## src/rtl/alu_op_sequencer.sv

```systemverilog
// -----------------------------------------------------------------------------
// alu_op_sequencer
//
// Initiator side of an 8-bit combinational ALU. Accepts 16-bit operation
// requests over a valid/ready handshake, splits each into 8-bit micro-ops
// (low byte, high byte, then an optional +1 fix-up on the high byte when a
// kADD low byte carried out), and returns a 16-bit result plus carry over a
// second valid/ready handshake.
//
// Ports:
//   CLK, Reset_n              clock (rising edge), async active-low reset
//   ReqValid/ReqReady         request handshake
//   ReqOp, ReqA, ReqB         request opcode and 16-bit operands
//   ALUOp, InputA, InputB     registered micro-op driven to the ALU
//   Out, CarryOut             combinational ALU result and carry
//   RespValid/RespReady       response handshake
//   RespData, RespCarry       16-bit result and carry out
//   StatCount, StatFixups     completed transactions / fix-ups issued
//
// Optional feature: define ALU_OP_SEQUENCER_STATS_EN to build the two 16-bit
// wrapping statistics counters. Without it both stat ports are tied to 0.
//
// state | meaning
// ------+-----------------------------------------------------------------
// IDLE  | ReqReady=1, waiting for a request; ALU inputs at reset values
// LO    | low byte micro-op on the ALU
// HI    | high byte micro-op on the ALU
// FIX   | kADD only: high byte + 1 to absorb the low byte carry
// RESP  | RespValid=1, result held until RespReady
// -----------------------------------------------------------------------------
module alu_op_sequencer #(
    parameter int OP_W = 4
) (
    input  logic            CLK,
    input  logic            Reset_n,
    input  logic            ReqValid,
    output logic            ReqReady,
    input  logic [OP_W-1:0] ReqOp,
    input  logic [15:0]     ReqA,
    input  logic [15:0]     ReqB,
    output logic [OP_W-1:0] ALUOp,
    output logic [7:0]      InputA,
    output logic [7:0]      InputB,
    input  logic [7:0]      Out,
    input  logic            CarryOut,
    output logic            RespValid,
    input  logic            RespReady,
    output logic [15:0]     RespData,
    output logic            RespCarry,
    output logic [15:0]     StatCount,
    output logic [15:0]     StatFixups
);

    // Opcode encodings shared with the ALU definitions.
    localparam logic [OP_W-1:0] K_PASS_INPUTA = OP_W'(0);
    localparam logic [OP_W-1:0] K_PASS_INPUTB = OP_W'(1);
    localparam logic [OP_W-1:0] K_ADD         = OP_W'(2);

    typedef enum logic [2:0] {
        S_IDLE = 3'd0,
        S_LO   = 3'd1,
        S_HI   = 3'd2,
        S_FIX  = 3'd3,
        S_RESP = 3'd4
    } state_t;

    state_t          state_q,      state_d;
    logic [OP_W-1:0] op_q,         op_d;
    logic [15:0]     a_q,          a_d;
    logic [15:0]     b_q,          b_d;
    logic            c_lo_q,       c_lo_d;
    logic            c_hi_q,       c_hi_d;
    logic [OP_W-1:0] alu_op_q,     alu_op_d;
    logic [7:0]      in_a_q,       in_a_d;
    logic [7:0]      in_b_q,       in_b_d;
    logic [15:0]     resp_data_q,  resp_data_d;
    logic            resp_carry_q, resp_carry_d;
    logic            req_ready_q,  req_ready_d;
    logic            resp_valid_q, resp_valid_d;

    always_comb begin
        state_d      = state_q;
        op_d         = op_q;
        a_d          = a_q;
        b_d          = b_q;
        c_lo_d       = c_lo_q;
        c_hi_d       = c_hi_q;
        resp_data_d  = resp_data_q;
        resp_carry_d = resp_carry_q;

        case (state_q)
            S_IDLE: begin
                if (ReqValid && req_ready_q) begin
                    op_d    = ReqOp;
                    a_d     = ReqA;
                    b_d     = ReqB;
                    state_d = S_LO;
                end
            end
            S_LO: begin
                resp_data_d[7:0] = Out;
                c_lo_d           = CarryOut;
                state_d          = S_HI;
            end
            S_HI: begin
                resp_data_d[15:8] = Out;
                c_hi_d            = CarryOut;
                // Non-add ops are bytewise with no carry chaining.
                resp_carry_d      = (op_q == K_ADD) ? CarryOut : 1'b0;
                if ((op_q == K_ADD) && c_lo_q) begin
                    state_d = S_FIX;
                end else begin
                    state_d = S_RESP;
                end
            end
            S_FIX: begin
                resp_data_d[15:8] = Out;
                resp_carry_d      = c_hi_q | CarryOut;
                state_d           = S_RESP;
            end
            S_RESP: begin
                if (RespReady) begin
                    state_d = S_IDLE;
                end
            end
            default: begin
                state_d = S_IDLE;
            end
        endcase

        // ALU inputs are registered, so they are set up for the state being
        // entered. The FIX operand is the freshly captured high byte.
        case (state_d)
            S_LO: begin
                alu_op_d = op_d;
                in_a_d   = a_d[7:0];
                in_b_d   = b_d[7:0];
            end
            S_HI: begin
                alu_op_d = op_q;
                in_a_d   = a_q[15:8];
                in_b_d   = b_q[15:8];
            end
            S_FIX: begin
                alu_op_d = K_ADD;
                in_a_d   = resp_data_d[15:8];
                in_b_d   = 8'h01;
            end
            default: begin
                alu_op_d = K_PASS_INPUTA;
                in_a_d   = 8'h00;
                in_b_d   = 8'h00;
            end
        endcase

        req_ready_d  = (state_d == S_IDLE);
        resp_valid_d = (state_d == S_RESP);
    end

    always_ff @(posedge CLK or negedge Reset_n) begin
        if (!Reset_n) begin
            state_q      <= S_IDLE;
            op_q         <= '0;
            a_q          <= '0;
            b_q          <= '0;
            c_lo_q       <= 1'b0;
            c_hi_q       <= 1'b0;
            alu_op_q     <= K_PASS_INPUTA;
            in_a_q       <= '0;
            in_b_q       <= '0;
            resp_data_q  <= '0;
            resp_carry_q <= 1'b0;
            req_ready_q  <= 1'b1;
            resp_valid_q <= 1'b0;
        end else begin
            state_q      <= state_d;
            op_q         <= op_d;
            a_q          <= a_d;
            b_q          <= b_d;
            c_lo_q       <= c_lo_d;
            c_hi_q       <= c_hi_d;
            alu_op_q     <= alu_op_d;
            in_a_q       <= in_a_d;
            in_b_q       <= in_b_d;
            resp_data_q  <= resp_data_d;
            resp_carry_q <= resp_carry_d;
            req_ready_q  <= req_ready_d;
            resp_valid_q <= resp_valid_d;
        end
    end

    assign ReqReady  = req_ready_q;
    assign RespValid = resp_valid_q;
    assign RespData  = resp_data_q;
    assign RespCarry = resp_carry_q;
    assign ALUOp     = alu_op_q;
    assign InputA    = in_a_q;
    assign InputB    = in_b_q;

`ifdef ALU_OP_SEQUENCER_STATS_EN
    logic [15:0] stat_count_q,  stat_count_d;
    logic [15:0] stat_fixups_q, stat_fixups_d;

    always_comb begin
        stat_count_d  = stat_count_q;
        stat_fixups_d = stat_fixups_q;
        if ((state_q == S_RESP) && (state_d == S_IDLE)) begin
            stat_count_d = stat_count_q + 16'd1;
        end
        if ((state_q == S_FIX) && (state_d == S_RESP)) begin
            stat_fixups_d = stat_fixups_q + 16'd1;
        end
    end

    always_ff @(posedge CLK or negedge Reset_n) begin
        if (!Reset_n) begin
            stat_count_q  <= '0;
            stat_fixups_q <= '0;
        end else begin
            stat_count_q  <= stat_count_d;
            stat_fixups_q <= stat_fixups_d;
        end
    end

    assign StatCount  = stat_count_q;
    assign StatFixups = stat_fixups_q;
`else
    assign StatCount  = 16'h0000;
    assign StatFixups = 16'h0000;
`endif

endmodule

```

## config.mk

```make
export PLATFORM = sky130hd
export DESIGN_NAME = alu_op_sequencer
export DESIGN_NICKNAME = d
export VERILOG_FILES = /design/src/rtl/alu_op_sequencer.sv
export SDC_FILE = /design/constraint.sdc
export NUM_CORES = 1
export LEC_CHECK = 0
export ABC_AREA = 1
export CAP_MARGIN = 20
export CORE_MARGIN = 2
export CORE_UTILIZATION = 27
export CTS_CLUSTER_SIZE = 12
export DETAILED_ROUTE_END_ITERATION = 16
export GPL_TIMING_DRIVEN = 0
export SLEW_MARGIN = 10
export SYNTH_ARGS = -nofsm -noshare
export SYNTH_HDL_FRONTEND = slang
export SYNTH_SLANG_ARGS = --single-unit
```

## constraint.sdc

```tcl
create_clock -name CLK -period 3.5 [get_ports CLK]
set_input_delay 0.525 -clock CLK [delete_from_list [all_inputs] [get_ports CLK]]
set_output_delay 0.525 -clock CLK [all_outputs]
set_load 0.005 [all_outputs]
```

==> reports/results.ini <==
[critical_path]
critPathKind=reg2out
critPathTopFamily=flip-flops
crit_buf_inv=1
setup.worst_path.start_class=register
r2r-start=state_q[1]
cp_cell_sequence=clkdlybuf4s50_1
max_stage_delay_ns=0.54
cp_slowest_cell=dfstp_2
rrSetupSlack_ns=2.03
end_kind=output pin
arrival_ns=1.37
cp_max_fo=2
critPathLaunch=ReqReady
critPathRequiredTime_ns=2.97

[clock_network]
cts_tree=built
hold_buffers=0
cts_made_buffers=9
clk_pin_slew_worst_paths_ns=0.07
ctsRootBufferMaster=clkbuf_8
cts.sinks=64
cts_buffer_depth=2
cts_resized=0
insertion_delay_ns=0.34
cts_max_level=3
cts_setup_buffers=0

[pwr]
powerDensity_nw_per_um2=773.5
ir_worst_vdd_mv=0.3139
leakage_nw=2.123

[layout]
fin_nets=490
final_layout_size_suffix_gt1_share_pct=16.14
antenna_cells=0
regArea_sq_um=1603
fin_cells=582
n_fill_cell=1019
finish.utilization_pct=41.13
area_growth_pct=48.61
multi_input_area_sq_um=895.9

[sta]
period_share_pct=54.12
setup_tns_ns=0
setup_viol=0
max_freq_mhz=527.9
final.setup_skew_ns=0.003441
finalHoldViolations=0
maxSlewViolCount=0
slew_headroom_pct=46.54
fin_ws_ns=1.606
rsz0062_at_grt=no
max_slew.worst_pin.slew_ns=0.8019
finalCriticalPeriod_ns=1.894

[status]
outcome=finished, final reports clean

[die]
die_area_sq_um=11320
rows=37
core_area_sq_um=10230
start_util_pct=27.68
die_y_um=106.4
io_pins=120
dieWidth_um=106.4

[yosys]
syn_area_sq_um=2831
yosysUniqueCellTypes=21
syn_inst=312
syn_area_per_cell_sq_um=9.075
seq_area_frac_synth_pct=56.61
yosysWarnings=0
synth_seq_cells=64

[drt]
viasPerCell=3.933
drc=0
drt_iter0_drc=152
wl_mm=6.794
firstDrtPassIters=4
vias=2289
wl_per_cell_um=11.67
ant_nets=0

[global_route]
grt_max_degree=65
busiest_layer=met2
grtUsageMet1_pct=14.97
grt_use_met3_pct=3.066
grt_pass1_vias=2307
grtUsageMet2_pct=21.75
grt-ovfl-total=0
grt_pass1_wl_mm=11.24
grt_use_total_pct=12.82
antenna_found_initial=0

[placed_design]
dpl.cell_count=566
dp_slack_ns=1.711
dp_hpwl_mm=5.241
io_buffers=87
place_congestion=0.7706

[job]
cap_violations=0

[worst_hold_path]
min_path_type=in2async

cells by family (layout without fill, tap and decap cells):
group / after synthesis / count (layout) / share of synthesized area (%)
AO/OA/AOI/OAI: 36 / 36 / 7.159
AND/OR/NAND/NOR: 138 / 138 / 20.24
other: 1 / 32 / 0.1324
buffers and inverters: 73 / 176 / 15.86
flip-flops: 64 / 64 / 56.61
path summary, 6_finish.rpt:
kind	endpoint	depth (start not counted)
setup / recovery	ReqReady	1
hold / removal	b_q[11]	1
setup reg to reg	ALUOp[2]	4
hold reg to reg	a_q[14]	2
max in group asynchronous	InputA[0]	1
min in group CLK	a_q[14]	2
area by class of cell:
class / instances / share of cell area, %
clock inverters: 5 / 1.903
plain buffers: 44 / 8.088
flip-flops and latches: 64 / 38.09
inverters: 29 / 2.587
repair buffers: 87 / 20.64
well taps: 136 / 4.044
multi-input cells: 206 / 21.29
clock buffers: 11 / 3.360
layer usage:
layer  vias to the layer above  part of all wire (%)
met2                        72                    50
met4                         0                   2.3
met3                        14                   6.1
li1                       1156                     -
met5                         -                     0
met1                      1047                    42
placed cells by master (no fill, tap or decap), drive strengths merged:
master / count
clkinvlp: 2
nand2: 114
bufinv: 2
clkbuf: 12
o22ai: 3
nand3: 13
o21ai: 29
inv: 29
buf: 44
clkdlybuf4s50: 86
a21oi: 4
dfstp: 1
dfrtp: 63
nand4: 1
nor3: 1
nor2: 9
conb: 32
clkinv: 1
power breakdown:
| part | leakage, nW | switching, mW | total [mW] | internal [mW] |
|---|---|---|---|---|
| sequential | 0.813 | 0.176 | 1.26 | 1.08 |
| combinational | 1.20 | 0.616 | 1.30 | 0.681 |
| clock | 0.106 | 0.280 | 0.699 | 0.419 |
| total | 2.12 | 1.07 | 3.25 | 2.18 |
flip-flops by register name, indices dropped and copies added, names as in the netlist, 3 cells and up:
name	flops
ALUOp	4
InputA	8
InputB	8
RespData	16
a_q	8
b_q	8
op_q	4
state_q	3
cells in the mapped netlist:
| library cell | n | share of area [%] |
|---|---|---|
| nor2_4 | 1 | 0.40 |
| o21ai_1 | 17 | 3.0 |
| inv_1 | 25 | 3.3 |
| dfrtp_1 | 63 | 56 |
| nor3_4 | 1 | 0.57 |
| o21ai_0 | 12 | 2.1 |
| nor2_2 | 1 | 0.22 |
| nand2_4 | 1 | 0.40 |
| inv_2 | 4 | 0.53 |
| nor2_1 | 7 | 0.93 |
| buf_2 | 2 | 0.35 |
| conb_1 | 1 | 0.13 |
| buf_4 | 36 | 9.5 |
| a21oi_1 | 4 | 0.71 |
| clkbuf_1 | 1 | 0.13 |
| dfstp_2 | 1 | 0.93 |
| nand2_1 | 113 | 15 |
| nand3_1 | 13 | 2.3 |
| buf_6 | 5 | 2.0 |
| nand4_2 | 1 | 0.44 |
| o22ai_2 | 3 | 1.3 |
through the flow:
step / power, mW / area (sq um) / hold WS [ns]
after floorplan: 1.914 / 2948 / 0.2294
after global placement: 2.551 / 3989 / 0.4650
after detailed placement: 2.584 / 3986 / 0.4667
after CTS: 3.298 / 4208 / 0.2978
after global routing: 3.498 / 4208 / 0.3340
final: 3.255 / 4208 / 0.2681
Power figures use the tool's default switching activity.
